===== src/rtl/adc128s022_emu_if.sv =====
// ADC128S022 serial pins as seen between a controller (master) and the converter (slave).
interface adc128s022_emu_if;
   logic adc_cs_n;
   logic adc_sclk;
   logic adc_din;
   logic adc_dout;
   logic adc_dout_oe;

   modport master (
      output adc_cs_n,
      output adc_sclk,
      output adc_din,
      input  adc_dout,
      input  adc_dout_oe
   );

   modport slave (
      input  adc_cs_n,
      input  adc_sclk,
      input  adc_din,
      output adc_dout,
      output adc_dout_oe
   );
endinterface


===== src/rtl/adc128s022_emu.sv =====
// ADC128S022 responder: oversamples the SPI pins in the clk domain and shifts out
// {4'b0, sample} per 16-SCLK frame, using the channel address sent in the previous frame.
module adc128s022_emu (
   input  logic                   clk,
   input  logic                   rst,
   input  logic [95:0]            ch_data,
   adc128s022_emu_if.slave        spi,
   output logic                   frame_done,
   output logic [2:0]             frame_ch,
   output logic                   frame_abort
);

   typedef enum logic [0:0] {StIdle = 1'b0, StShift = 1'b1} state_e;

   state_e      state_q, state_d;
   logic [2:0]  cs_sync_q;
   logic [2:0]  sclk_sync_q;
   logic [1:0]  din_sync_q;
   logic [3:0]  bit_cnt_q;
   logic [15:0] shreg_q;
   logic [2:0]  addr_reg_q;
   logic [2:0]  addr_cap_q;
   logic [11:0] sample [8];

   logic cs_fall, cs_rise, sclk_fall, sclk_rise, din_s;

   // Bit [1] is the synchronized level, bit [2] the previous one.
   always_ff @(posedge clk) begin
      if (rst) begin
         cs_sync_q   <= 3'b111;
         sclk_sync_q <= 3'b111;
         din_sync_q  <= 2'b00;
      end else begin
         cs_sync_q   <= {cs_sync_q[1:0], spi.adc_cs_n};
         sclk_sync_q <= {sclk_sync_q[1:0], spi.adc_sclk};
         din_sync_q  <= {din_sync_q[0], spi.adc_din};
      end
   end

   assign cs_fall   = !cs_sync_q[1] && cs_sync_q[2];
   assign cs_rise   = cs_sync_q[1] && !cs_sync_q[2];
   assign sclk_fall = !sclk_sync_q[1] && sclk_sync_q[2];
   assign sclk_rise = sclk_sync_q[1] && !sclk_sync_q[2];
   assign din_s     = din_sync_q[1];

   always_comb begin
      for (int i = 0; i < 8; i++) begin
         sample[i] = ch_data[12*i +: 12];
      end
   end

   always_ff @(posedge clk) begin
      if (rst) begin
         state_q <= StIdle;
      end else begin
         state_q <= state_d;
      end
   end

   always_comb begin
      state_d = state_q;
      unique case (state_q)
         StIdle:  if (cs_fall) state_d = StShift;
         StShift: if (cs_rise) state_d = StIdle;
         default: state_d = StIdle;
      endcase
   end

   always_comb begin
      spi.adc_dout_oe = 1'b0;
      spi.adc_dout    = 1'b0;
      if (state_q == StShift) begin
         spi.adc_dout_oe = 1'b1;
         spi.adc_dout    = shreg_q[15];
      end
   end

   always_ff @(posedge clk) begin
      if (rst) begin
         bit_cnt_q   <= 4'd0;
         shreg_q     <= 16'd0;
         addr_reg_q  <= 3'd0;
         addr_cap_q  <= 3'd0;
         frame_done  <= 1'b0;
         frame_abort <= 1'b0;
         frame_ch    <= 3'd0;
      end else begin
         frame_done  <= 1'b0;
         frame_abort <= 1'b0;
         if (state_q == StIdle) begin
            if (cs_fall) begin
               bit_cnt_q <= 4'd0;
               shreg_q   <= {4'b0000, sample[addr_reg_q]};
            end
         end else if (cs_rise) begin
            // CS wins over a coincident SCLK edge; a frame with no rises ends silently.
            if (bit_cnt_q != 4'd0) frame_abort <= 1'b1;
         end else if (sclk_rise) begin
            bit_cnt_q <= bit_cnt_q + 4'd1;
            case (bit_cnt_q)
               4'd2:    addr_cap_q[2] <= din_s;
               4'd3:    addr_cap_q[1] <= din_s;
               4'd4:    addr_cap_q[0] <= din_s;
               default: ;
            endcase
            if (bit_cnt_q == 4'd15) begin
               frame_done <= 1'b1;
               frame_ch   <= addr_reg_q;
               addr_reg_q <= addr_cap_q;
               shreg_q    <= {4'b0000, sample[addr_cap_q]};
            end
         end else if (sclk_fall && bit_cnt_q != 4'd0) begin
            // The fall ahead of a frame's first rise keeps bit 15 on the line, so
            // rises 1..16 read shreg bits 15..0.
            shreg_q <= {shreg_q[14:0], 1'b0};
         end
      end
   end

endmodule


===== src/flat_wrapper.sv =====
// flat-port wrapper written by rule: the top's interface ports become plain ports
module adc128s022_emu_flat 
  (clk, rst, ch_data, frame_done, frame_ch, frame_abort, spi_adc_cs_n, spi_adc_sclk, spi_adc_din, spi_adc_dout, spi_adc_dout_oe);
  adc128s022_emu_if spi_i ();
  input  logic clk;
  input  logic rst;
  input  logic [95:0] ch_data;
  output logic frame_done;
  output logic [2:0] frame_ch;
  output logic frame_abort;
  input wire logic [$bits(spi_i.adc_cs_n)-1:0] spi_adc_cs_n;
  input wire logic [$bits(spi_i.adc_sclk)-1:0] spi_adc_sclk;
  input wire logic [$bits(spi_i.adc_din)-1:0] spi_adc_din;
  output wire logic [$bits(spi_i.adc_dout)-1:0] spi_adc_dout;
  output wire logic [$bits(spi_i.adc_dout_oe)-1:0] spi_adc_dout_oe;
  assign spi_i.adc_cs_n = spi_adc_cs_n;
  assign spi_i.adc_sclk = spi_adc_sclk;
  assign spi_i.adc_din = spi_adc_din;
  assign spi_adc_dout = spi_i.adc_dout;
  assign spi_adc_dout_oe = spi_i.adc_dout_oe;
  adc128s022_emu u_core (.clk(clk), .rst(rst), .ch_data(ch_data), .spi(spi_i), .frame_done(frame_done), .frame_ch(frame_ch), .frame_abort(frame_abort));
endmodule

===== config.mk =====
export PLATFORM = sky130hd
export DESIGN_NAME = adc128s022_emu_flat
export DESIGN_NICKNAME = d
export VERILOG_FILES = /design/src/rtl/adc128s022_emu_if.sv /design/src/rtl/adc128s022_emu.sv /design/src/flat_wrapper.sv
export SDC_FILE = /design/constraint.sdc
export NUM_CORES = 1
export LEC_CHECK = 0
export BUFFER_PORTS_ARGS = -buffer_cell sky130_fd_sc_hd__buf_2
export CAP_MARGIN = 5
export CORE_ASPECT_RATIO = 0.8
export CORE_MARGIN = 5
export CORE_UTILIZATION = 50
export DETAILED_ROUTE_END_ITERATION = 8
export PLACE_DENSITY_LB_ADDON = 0.1
export REMOVE_ABC_BUFFERS = 1
export SLEW_MARGIN = 20
export SYNTH_ARGS = -nofsm -noshare
export SYNTH_HDL_FRONTEND = slang
export SYNTH_SLANG_ARGS = --single-unit

===== constraint.sdc =====
create_clock -name clk -period 2.4 [get_ports clk]
set_input_delay 0.24 -clock clk [delete_from_list [all_inputs] [get_ports clk]]
set_output_delay 0.24 -clock clk [all_outputs]
set_load 0.01 [all_outputs]

# Word level (Yosys, flattened, before mapping)
# Cells that the tools add are included.
[op_classes] n_mux=23 n_bitwise=5 reduce_logical=19 n_eq_ne=8 add_sub_neg=1 magnitude_cmp=2
[op_table] cell="$mux 16" count=6
[op_table] cell="$bmux 12 s3" count=2
[op_table] cell="$mux 12" count=4
[op_table] cell="$reduce_and 4->1" count=5
[op_table] cell="$mux 4" count=4
[op_table] cell="$eq 4x2->1 const B" count=2
[op_table] cell="$ge 4x4->1 const B" count=2
[op_table] cell="$not 3->4" count=2
[op_table] cell="$mux 1" count=6
[op_table] cell="$ne 3x3->1 const B" count=2
[op_table] cell="$logic_and 1x1->1" count=5
[op_table] cell="$add 4x1->4 const B" count=1
[op_table] cell="$eq 4x3->1 const B" count=1
[op_table] cell="$eq 4x4->1 const B" count=1
[op_table] cell="$logic_not 1->1" count=4
[op_table] cell="$ne 2x2->1 const B" count=2
[op_table] cell="$reduce_bool 4->1" count=1
[op_table] cell="$reduce_or 4->1" count=1
[op_table] cell="$not 1->1" count=3
[op_table] cell="$reduce_and 3->1" count=1
[op_table] cell="$reduce_or 3->1" count=1
[op_table] cell="$pmux 1 s2" count=1
[op_table] cell="$reduce_bool 2->1" count=1
[totals] regBits=40 word_cells=71 output_inout_bits=7 in_bits=101

# Depth between registers and ports, before layout
[depth] word_depth=8 mapped_depth=7 mapped_depth_nobuf=6

# Worst setup path before layout
# Ideal clock, no wire load.
[synth_timing] path_type="reg2reg" from="reg u_core.bit_cnt_q[0]" to="reg u_core.shreg_q[4]" arrival_ps=1626 required_ps=2267 path_stages_with_launch=8 slack_ps=641 n_path_buf=1 synth_period_minus_slack_ps=1759 setup_ps=133 cell_sequence="dfxtp_1 -> inv_1 -> ha_1 -> nor3b_2 -> o211a_4 -> nor3_1 -> buf_2 -> a311oi_1"
[synth_between] elab_chain_cells=4 elab_cells_between_ends=6 classes_between="eq/ne: 3; reduce/logical: 3"
[synth_lines] element="from (decl)" line_no="adc128s022_emu.sv:19" rtl="logic [3:0] bit_cnt_q;"
[synth_lines] element="from (signal assigned)" line_no="adc128s022_emu.sv:99" rtl="bit_cnt_q <= bit_cnt_q + 4'd1;"
[synth_lines] element="$reduce_bool 4->1" line_no="adc128s022_emu.sv:112" rtl="end else if (sclk_fall && bit_cnt_q != 4'd0) begin"
[synth_lines] element="$logic_and 1x1->1" line_no="adc128s022_emu.sv:112"
[synth_lines] element="$ne 3x3->1 (no source line)"
[synth_lines] element="$reduce_and 4->1 (no source line) (*)"
[synth_lines] element="to (signal assigned)" line_no="adc128s022_emu.sv:93" rtl="shreg_q <= {4'b0000, sample[addr_reg_q]};"
[synth_lines] element="to (signal assigned)" line_no="adc128s022_emu.sv:110" rtl="shreg_q <= {4'b0000, sample[addr_cap_q]};"
[synth_lines] element="to (signal assigned)" line_no="adc128s022_emu.sv:115" rtl="shreg_q <= {shreg_q[14:0], 1'b0};"
[synth_lines] element="to (decl)" line_no="adc128s022_emu.sv:20" rtl="logic [15:0] shreg_q;"
# Every way passes the cells marked *; elsewhere a longest branch is shown, timed or not.
# A chain may end at the register's enable or synchronous reset.

# Final worst setup path
[layout_timing] from="reg u_core.state_q" to="reg u_core.frame_ch[0]"
[layout_between] elab_chain_cells=1
[layout_lines] element="from (decl)" line_no="adc128s022_emu.sv:15" rtl="state_e state_q, state_d;"
[layout_lines] element="from (signal assigned)" line_no="adc128s022_emu.sv:54" rtl="state_q <= StIdle;"
[layout_lines] element="from (signal assigned)" line_no="adc128s022_emu.sv:56" rtl="state_q <= state_d;"
[layout_lines] element="$reduce_and 4->1 (no source line)"
[layout_lines] element="to (signal assigned)" line_no="adc128s022_emu.sv:108" rtl="frame_ch <= addr_reg_q;"
[layout_lines] element="to (decl)" line_no="adc128s022_emu.sv:9" rtl="output logic [2:0] frame_ch,"
# No other way between the ends.

==> impl_metrics.env <==
export IMPL_htreeDepth=2
export IMPL_finalNetCount=526
export IMPL_synth_edf_count=0
export IMPL_start_util_pct=51.5
export IMPL_cts_buffers=5
export IMPL_antenna_left=0
export IMPL_sequentialPowerShare_pct=49.9
export IMPL_grt_util_all_layers_pct=22.2
export IMPL_peakVddDrop_mv=0.212
export IMPL_ys_seq_area_share_pct=24.3
export IMPL_cts_tree="built"
export IMPL_worstPathRequired_ns=2.56
export IMPL_grtUsageMet1_pct=32.7
export IMPL_outcome="completed"
export IMPL_arrival_ns=2.13
export IMPL_io_pins=108
export IMPL_grt_overflow=0
export IMPL_synthFlopType="dfxtp_1"
export IMPL_cp_end_kind="flip-flop"
export IMPL_drv_slew=0
export IMPL_core_area_sq_um=6410
export IMPL_powerDensity_nw_per_um2=361
export IMPL_slew_headroom_pct=38.2
export IMPL_power_internal_mw=1.04
export IMPL_final_setup_viol_count=0
export IMPL_post_dp_hpwl_mm=6.76
export IMPL_cts_hold_buf=0
export IMPL_wl_per_cell_microns=17.9
export IMPL_clkPwrFrac_pct=29.8
export IMPL_grt_pass1_vias=3035
export IMPL_synthToLayoutAreaGrowth_pct=19.3
export IMPL_synth_distinct_cells=39
export IMPL_placementRows=26
export IMPL_whs_ns=0.129
export IMPL_grt_pass1_wl_mm=14.7
export IMPL_hold_viol=0
export IMPL_post_route_drc_count=0
export IMPL_drive_gt1_share_pct=42.4
export IMPL_post_cts_buffers=0
export IMPL_gp_congestion=0.772
export IMPL_io_buffer_count=107
export IMPL_fillers=549
export IMPL_n_antenna_cell=0
export IMPL_power_switching_mw=0.379
export IMPL_worstPathMaxFanout=15
export IMPL_yosysWarnings=0
export IMPL_hp_class="in -> reg"
export IMPL_busiest_layer="met2"
export IMPL_skew_ns=0.00495
export IMPL_swShare_pct=26.7
export IMPL_die_x_microns=101
export IMPL_clock_sinks=40
export IMPL_cts_clk_slew_worst_paths_ns=0.07
export IMPL_crit_type="reg -> reg"
export IMPL_clk_path_buf_depth=2
export IMPL_syn_avg_cell_area_sq_um=10.1
export IMPL_grt_max_degree=40
export IMPL_rsz0062_at_grt="no"
export IMPL_combPwrFrac_pct=20.3
export IMPL_viasPerCell=6.11
export IMPL_timing_final_crit_share_pct=82.2
export IMPL_finalWorstPathRequiredPeriod_ns=1.97
export IMPL_cts_resized=0
export IMPL_max_cap_viol_count=0
export IMPL_die_height_microns=82.6
export IMPL_p_leak_nw=1.39
export IMPL_grt_antenna_before_repair=0
export IMPL_synth_area_sq_um=3300
export IMPL_start_kind="flip-flop"
export IMPL_cts_root_buf="clkbuf_8"
export IMPL_synthArstFlopShare_pct=0
export IMPL_routed_via_count=3092
export IMPL_drt_wl_total_mm=9.08
export IMPL_dieArea_sq_um=8330
export IMPL_syn_inst=326
export IMPL_use_met2_pct=34.0
export IMPL_clk_latency_ns=0.29
export IMPL_use_met3_pct=3.95
export IMPL_drtPass1Iterations=5
export IMPL_drt_iter0_markers=203
export IMPL_layout_setup_ws_ns=0.426
export IMPL_dp_slack_ns=0.464
export IMPL_tightest_slew_ns=0.925
export IMPL_ys_ff_latch=40
export IMPL_tns_ns=0
export IMPL_timing_fmax_ghz=0.507
==> Yosys cell counts (7+ instances only) <==
library cell	n	area share (%)
a22oi_1	22	5.0
nand2_1	16	1.8
mux2i_1	53	16
a311oi_1	12	3.2
nor2_1	12	1.4
a31oi_1	12	2.3
a21oi_1	11	1.7
nand3_1	7	1.1
clkbuf_1	14	1.6
buf_6	7	2.4
a32oi_1	11	2.9
mux2_2	12	4.1
buf_2	8	1.2
dfxtp_1	40	24
mux4_2	25	17
==> logic make-up after synthesis <==
family / after synthesis / synth area share [%]
buffers and inverters: 37 / 6.34
muxes: 90 / 37.3
AOI/OAI and AO/OA: 82 / 18.3
and+or+nand+nor: 74 / 12.7
DFF: 40 / 24.3
adders and majority gates: 3 / 1.14
==> worst max-delay path: stages, from the launching register on <==
cell and delay, ns:
dfxtp_1 0.61, nand3b_1 0.28, nor3_2 0.63, mux2i_1 0.26, nor2_1 0.06
==> cell type report <==
cell class / count / area, sq um / area share [%]
clock inverter: 1 / 5.00 / 0.127
clock buffer: 6 / 72.6 / 1.84
sequential: 40 / 803 / 20.4
tap: 84 / 105 / 2.67
multi-input combinational: 249 / 2290 / 58.2
timing repair buffer: 121 / 641 / 16.3
inverter: 5 / 18.8 / 0.477
==> placed cells by master, fill, tap and decap left out, drive strengths merged, types with 4 or more instances in the layout <==
cell and n:
nand3 8, a311oi 12, a32oi 11, dfxtp 40, or2 6, and2 4, mux2 12, nor4 4
mux2i 53, a21oi 11, buf 121, a22oi 22, nor2 12, nor3 4, nor2b 6, or4 7
o31ai 6, mux4 25, nand2b 4, a31oi 12, nand2 16, clkbuf 6, inv 5
==> state kept, by name (all words and copies together), names as in the netlist <==
signal,flops
u_core.state_q,1
u_core.sclk_sync_q,3
u_core.addr_reg_q,3
u_core.bit_cnt_q,4
u_core.addr_cap_q,3
u_core.frame_done,1
u_core.frame_abort,1
u_core.frame_ch,3
u_core.shreg_q,16
u_core.din_sync_q,2
u_core.cs_sync_q,3
==> routing by layer <==
layer	part of all wire, %	wire length [microns]	vias to the layer above
met1	48	4350	1468
met2	43	3860	128
met3	9.1	829	3
met5	0	0	-
met4	0.40	36	0
li1	-	-	1493
==> final timing paths <==
kind / endpoint / from / slack (ns) / cells past startpoint
min reg2reg: u_core.cs_sync_q[1] / u_core.cs_sync_q[0] / 0.41 / 1
min: u_core.sclk_sync_q[0] / spi_adc_sclk / 0.13 / 2
max reg2reg: u_core.frame_ch[0] / u_core.state_q / 0.43 / 4
max: u_core.frame_ch[0] / u_core.state_q / 0.43 / 4
==> power by group through the flow <==
stage          clock network, mW  logic (mW)  registers, mW
2_1_floorplan                  0       0.140          0.716
3_3_place_gp                   0       0.278          0.722
3_5_place_dp                   0       0.286          0.721
4_1_cts                    0.435       0.287          0.707
5_1_grt                    0.460       0.319          0.711
6_report                   0.423       0.288          0.708
==> per-stage QoR <==
| step | instances | util [%] | area [sq um] | total power, mW |
|---|---|---|---|---|
| 2_1_floorplan | 294 | - | 3110 | 0.856 |
| 3_3_place_gp | 499 | 60.2 | 3860 | 1.00 |
| 3_5_place_dp | 499 | 60.2 | 3860 | 1.01 |
| 4_1_cts | 506 | 61.4 | 3930 | 1.43 |
| 5_1_grt | 506 | 61.4 | 3930 | 1.49 |
| 6_report | 506 | 61.4 | 3930 | 1.42 |
Power figures use the tool's default switching activity.
